### src/rtl/load_store_unit.sv
// Memory-access stage: takes the ALU result as an effective address or pass-through value,
// runs one request/grant/response transaction per load or store, and hands writeback an extended result.
module load_store_unit #(
    parameter int DWIDTH = 32,
    parameter int AWIDTH = 32
) (
    input  logic              clk_i,
    input  logic              rst_ni,
    input  logic              valid_i,
    output logic              ready_o,
    input  logic [6:0]        opcode_i,
    input  logic [2:0]        funct3_i,
    input  logic [AWIDTH-1:0] addr_i,
    input  logic [DWIDTH-1:0] store_data_i,
    input  logic [4:0]        rd_i,
    output logic              valid_o,
    input  logic              ready_i,
    output logic [DWIDTH-1:0] res_o,
    output logic [4:0]        rd_o,
    output logic              fault_o,
    output logic              mem_req_o,
    output logic              mem_we_o,
    output logic [AWIDTH-1:0] mem_addr_o,
    output logic [3:0]        mem_be_o,
    output logic [DWIDTH-1:0] mem_wdata_o,
    input  logic              mem_gnt_i,
    input  logic              mem_rvalid_i,
    input  logic [DWIDTH-1:0] mem_rdata_i,
    output logic [1:0]        state_o
);

    localparam logic [6:0] OPCODE_LOAD  = 7'b0000011;
    localparam logic [6:0] OPCODE_STORE = 7'b0100011;

    typedef enum logic [1:0] {
        IDLE = 2'd0,
        REQ  = 2'd1,
        WAIT = 2'd2,
        OUT  = 2'd3
    } state_t;

    state_t            state;
    logic              is_load_q;
    logic [2:0]        funct3_q;
    logic [AWIDTH-1:0] addr_q;

    logic              accept;
    logic              is_load;
    logic              is_store;
    logic              misaligned;
    logic              unsupported;
    logic              fault;
    logic [3:0]        be_next;
    logic [DWIDTH-1:0] wdata_next;
    logic [DWIDTH-1:0] shifted;
    logic [DWIDTH-1:0] load_val;

    // Valid/ready: a transfer happens on a cycle where both valid and ready are high at the
    // clock edge; the sender holds its payload stable while valid is high and ready is low.
    assign ready_o = (state == IDLE) || ((state == OUT) && ready_i);
    assign accept  = valid_i && ready_o;
    assign state_o = state;

    always_comb begin
        is_load     = (opcode_i == OPCODE_LOAD);
        is_store    = (opcode_i == OPCODE_STORE);
        misaligned  = ((funct3_i[1:0] == 2'b01) && addr_i[0]) ||
                      ((funct3_i[1:0] == 2'b10) && (addr_i[1:0] != 2'b00));
        unsupported = is_load ? ((funct3_i == 3'b011) || (funct3_i == 3'b110) || (funct3_i == 3'b111))
                              : (funct3_i >= 3'b011);
        fault       = (is_load || is_store) && (misaligned || unsupported);

        case (funct3_i[1:0])
            2'b00:   be_next = 4'b0001 << addr_i[1:0];
            2'b01:   be_next = 4'b0011 << addr_i[1:0];
            default: be_next = 4'b1111;
        endcase

        // Narrow stores replicate across lanes so the byte enables alone select the target bytes.
        case (funct3_i[1:0])
            2'b00:   wdata_next = {4{store_data_i[7:0]}};
            2'b01:   wdata_next = {2{store_data_i[15:0]}};
            default: wdata_next = store_data_i;
        endcase
    end

    always_comb begin
        shifted = mem_rdata_i >> {addr_q[1:0], 3'b000};
        case (funct3_q)
            3'b000:  load_val = {{24{shifted[7]}}, shifted[7:0]};
            3'b100:  load_val = {24'd0, shifted[7:0]};
            3'b001:  load_val = {{16{shifted[15]}}, shifted[15:0]};
            3'b101:  load_val = {16'd0, shifted[15:0]};
            default: load_val = shifted;
        endcase
    end

    always_ff @(posedge clk_i or negedge rst_ni) begin
        if (!rst_ni) begin
            state       <= IDLE;
            is_load_q   <= 1'b0;
            funct3_q    <= 3'd0;
            addr_q      <= '0;
            valid_o     <= 1'b0;
            res_o       <= '0;
            rd_o        <= 5'd0;
            fault_o     <= 1'b0;
            mem_req_o   <= 1'b0;
            mem_we_o    <= 1'b0;
            mem_addr_o  <= '0;
            mem_be_o    <= 4'd0;
            mem_wdata_o <= '0;
        end else begin
            case (state)
                IDLE, OUT: begin
                    if (accept) begin
                        is_load_q <= is_load;
                        funct3_q  <= funct3_i;
                        addr_q    <= addr_i;
                        rd_o      <= rd_i;
                        if ((is_load || is_store) && !fault) begin
                            state       <= REQ;
                            valid_o     <= 1'b0;
                            fault_o     <= 1'b0;
                            mem_req_o   <= 1'b1;
                            mem_we_o    <= is_store;
                            mem_addr_o  <= {addr_i[AWIDTH-1:2], 2'b00};
                            mem_be_o    <= be_next;
                            mem_wdata_o <= wdata_next;
                        end else begin
                            state   <= OUT;
                            valid_o <= 1'b1;
                            res_o   <= addr_i;
                            fault_o <= fault;
                        end
                    end else if (state == OUT && ready_i) begin
                        state   <= IDLE;
                        valid_o <= 1'b0;
                        fault_o <= 1'b0;
                    end
                end
                REQ: begin
                    if (mem_gnt_i) begin
                        mem_req_o <= 1'b0;
                        if (is_load_q) begin
                            state <= WAIT;
                        end else begin
                            state   <= OUT;
                            valid_o <= 1'b1;
                            res_o   <= addr_q;
                            fault_o <= 1'b0;
                        end
                    end
                end
                WAIT: begin
                    if (mem_rvalid_i) begin
                        state   <= OUT;
                        valid_o <= 1'b1;
                        res_o   <= load_val;
                        fault_o <= 1'b0;
                    end
                end
                default: state <= IDLE;
            endcase
        end
    end

endmodule

### config.mk
export PLATFORM = sky130hd
export DESIGN_NAME = load_store_unit
export DESIGN_NICKNAME = d
export VERILOG_FILES = /design/src/rtl/load_store_unit.sv
export SDC_FILE = /design/constraint.sdc
export NUM_CORES = 1
export LEC_CHECK = 0
export BUFFER_PORTS_ARGS = -buffer_cell sky130_fd_sc_hd__clkbuf_2
export CAP_MARGIN = 25
export CORE_ASPECT_RATIO = 1.75
export CORE_MARGIN = 2
export CORE_UTILIZATION = 43
export DETAILED_ROUTE_END_ITERATION = 12
export GPL_TIMING_DRIVEN = 0
export PLACE_DENSITY = 0.72
export SLEW_MARGIN = 5
export SYNTH_ARGS = -nofsm -noshare
export SYNTH_HDL_FRONTEND = slang
export SYNTH_SLANG_ARGS = --single-unit
### constraint.sdc
create_clock -name clk_i -period 2.2 [get_ports clk_i]
set_input_delay 0.33 -clock clk_i [delete_from_list [all_inputs] [get_ports clk_i]]
set_output_delay 0.33 -clock clk_i [all_outputs]
set_load 0.03 [all_outputs]
==> metrics.md <==
| Metric | Value |
|---|---|
| Slew Limit Fails | `0` |
| Worst skew pair latency | `0.43 ns` |
| Gr usage total | `23.7%` |
| Hold crit path type | `in -> reg` |
| Internal | `8.28 mW` |
| Sw Share | `38.7%` |
| Worst-path clk slew | `0.06 ns` |
| Cell row count | `62` |
| Post-DR vias/cell | `5.43` |
| Drt first pass iters | `6` |
| Hold Slack | `0.138 ns` |
| H-Tree Depth | `4` |
| Post-route cell area | `9580 µm²` |
| Worst EP required | `2.51 ns` |
| Post-synth top area cell | `dfrtp_1` |
| Vias in the first global route | `6,022` |
| Peak VDD IR | `674 µV` |
| Flop pwr share | `28.7%` |
| Clock power share | `21.3%` |
| Synthesized cell area | `7260 µm²` |
| Crit path capture type | `register` |
| Combinational Power Share | `50.0%` |
| Ratio of final minimum period to clock period | `97.5%` |
| Crit path kind | `reg -> reg` |
| Top_reg_cell synth | `dfrtp_1` |
| Final Hold Viols | `0` |
| Die width | `102 µm` |
| Synth async-reset ratio | `100%` |
| Clock sink count | `145` |
| Worst slew pin tran | `0.803 ns` |
| Global route overflow | `0` |
| Pin count of the biggest net entering global routing | `106` |
| Drc violations | `0` |
| CTS Buffer Depth | `2` |
| Cell variety after synth | `58` |
| CTS tree | `yes` |
| Setup WS pre-CTS | `-0.507 ns` |
| Final Skew | `0.00911 ns` |
| Port bufs | `225` |
| Worst Path Max Fanout | `10` |
| Maximum clock frequency | `0.466 GHz` |
| Routed vias | `5,698` |
| Final WS setup | `0.0546 ns` |
| Top-Level Pins | `229` |
| Area grow syn2layout | `31.9%` |
| Synth top area share | `50.0%` |
| Power density over cell area | `1410 nW/µm²` |
| Crit path DAT | `2.45 ns` |
| Slew HR | `46.3%` |
| Final-layout fill cell count | `1,420` |
| Layout cells sized above 1 | `59.4%` |
| Placer Congestion | `0.928` |
| NetSw | `5.23 mW` |
| Dpl hpwl | `15,900 µm` |
| Core area | `16,400 µm²` |
| DRT iter0 DRCs | `221` |
| Register bit total from synthesis | `145` |
| Nets | `931` |
| Final ANT Viol Nets | `0` |
| Drt wl/cell | `20.0 µm` |
| Period minus WS final | `2.15 ns` |
| Final setup violation count | `0` |
| Initial antenna violation count | `2` |
| Synthesized area per cell | `13.2 µm²` |
| Static Leak | `4.73 nW` |
| Initial Utilization | `44.1%` |
| Ranking of synthesized cells by area | `dfrtp_1 50%, mux2_2 26%, a22oi_1 2.2%` |
| Die height | `176 µm` |
| Detailed Route WL | `21,000 µm` |
| MaxCap Viol Count | `0` |
| Yosys warns | `0` |
| Post-Syn Instances | `552` |
| Seq/Total Area, Yosys | `50.0%` |
| First-pass GRT wire length | `32,200 µm` |
| DP Area | `8760 µm²` |
| Unrepaired setup endpoints after global routing | `true` |
| TNS Setup | `0 ns` |
| Status | `complete, no violations` |
| Die area | `18,000 µm²` |
| Num CTS Buffers | `17` |
| Post-synth EDFFs | `0` |
| Nature of the critical path startpoint | `register` |
| Root buf cell | `clkbuf_16` |
state kept, by name (all words and copies together) (netlist names):
name,flops
addr_q,32
mem_wdata_o,32
res_o,32
mem_addr_o,30
rd_o,5
mem_be_o,4
funct3_q,3
state_o,2
fault_o,1
is_load_q,1
mem_req_o,1
mem_we_o,1
valid_o,1
worst paths after layout:
check | startpoint | to | slack (ns) | depth (start not counted)
hold reg to reg | valid_o | valid_o | 0.48 | 1
min in group asynchronous | rst_ni | mem_addr_o[30] | 0.40 | 2
setup / recovery | state_o[0] | res_o[15] | 0.05 | 9
setup reg to reg | state_o[0] | res_o[15] | 0.05 | 9
hold / removal | rd_i[2] | rd_o[2] | 0.14 | 2
max in group asynchronous | rst_ni | state_o[1] | 0.93 | 3
cell families after synthesis:
kind of cell             count (synthesis)  share of synthesized area, %
adder cells (fa/ha/maj)                  4                         0.689
multiplexers                           189                          30.5
AND/OR/NAND/NOR                         55                          4.51
other                                    1                        0.0516
buffers and inverters                   54                          3.67
flip-flops                             145                          50.0
AO/OA/AOI/OAI                          104                          10.6
power by group through the flow:
stage / Combinational, mW / Clock [mW] / Sequential, mW
detailed placement: 6.25 / 0 / 3.91
finish: 6.75 / 2.88 / 3.88
global placement: 6.17 / 0 / 3.89
floorplan: 3.75 / 0 / 4.64
CTS: 6.42 / 2.93 / 3.87
global route: 7.19 / 3.04 / 3.97
cells in the mapped netlist, types with 8 or more instances:
cell	instances
a21oi_1	10
a221oi_1	9
a22oi_1	21
buf_2	8
clkbuf_1	16
dfrtp_1	145
inv_1	11
mux2_2	165
mux2i_1	14
nand2_1	15
nand3b_1	10
nor2_1	11
o211ai_1	8
o21ai_0	18
o31ai_1	9
critical path: stages, from the launching register on:
cell and delay, ns:
dfrtp_2 0.39, inv_2 0.07, ha_4 0.30, inv_2 0.06, buf_8 0.14, o2111a_2 0.19, nor4_4 0.15, buf_6 0.21
clkbuf_16 0.16, mux2_2 0.32
through the flow:
stage,cells,power (mW),util [%]
2_1_floorplan,553,8.39,-
3_3_place_gp,1002,10.1,53.1
3_5_place_dp,1003,10.2,53.3
4_1_cts,1037,13.2,57.2
5_1_grt,1049,14.2,58.2
6_report,1049,13.5,58.2
final cells by class:
cell class                      instances  area, µm²  area share [%]
Timing Repair Buffer                  239       1300            13.6
Inverter                               12       45.0           0.470
Sequential cell                       145       3630            37.9
Clock buffer                           20        447            4.66
Tap cell                              224        280            2.93
Multi-Input combinational cell        354       3440            35.9
Clock inverter                         12        134            1.40
Buffer                                 41        295            3.08
Antenna cell                            2       5.00          0.0523
layout by cell type (no fill, tap or decap), types with 10 or more instances in the layout:
cell	synthesis	final
nand2_1	15	15
nor2_1	11	11
mux2i_1	14	14
dfrtp_1	145	143
nand3b_1	10	10
clkbuf_1	16	10
o21ai_0	18	15
clkbuf_2	1	231
clkbuf_16	0	19
a22oi_1	21	21
mux2_2	165	160
buf_4	6	12
what timing repair did:
| action | in CTS | in global routing |
|---|---|---|
| pin swaps | 2 | 1 |
| hold buffers | 1 | 0 |
| gates resized for setup | 14 | 23 |
| hold endpoints to repair | 40 | 0 |
| buffers inserted | 2 | 8 |
| endpoints found under the setup margin | 109 | 85 |
| cloned | 0 | 2 |
layer usage:
layer  vias to the layer above  wire length [µm]  share of wire (%)  GRT usage, %
met5                         -                 0                  0             0
met4                         0               667                3.2          10.7
met3                        41              1440                6.9          6.49
met2                       239             11200                 53          41.9
met1                      2813              7700                 37          25.8
li1                       2605                 -                  -             -
(Power assumes the default switching activity.)
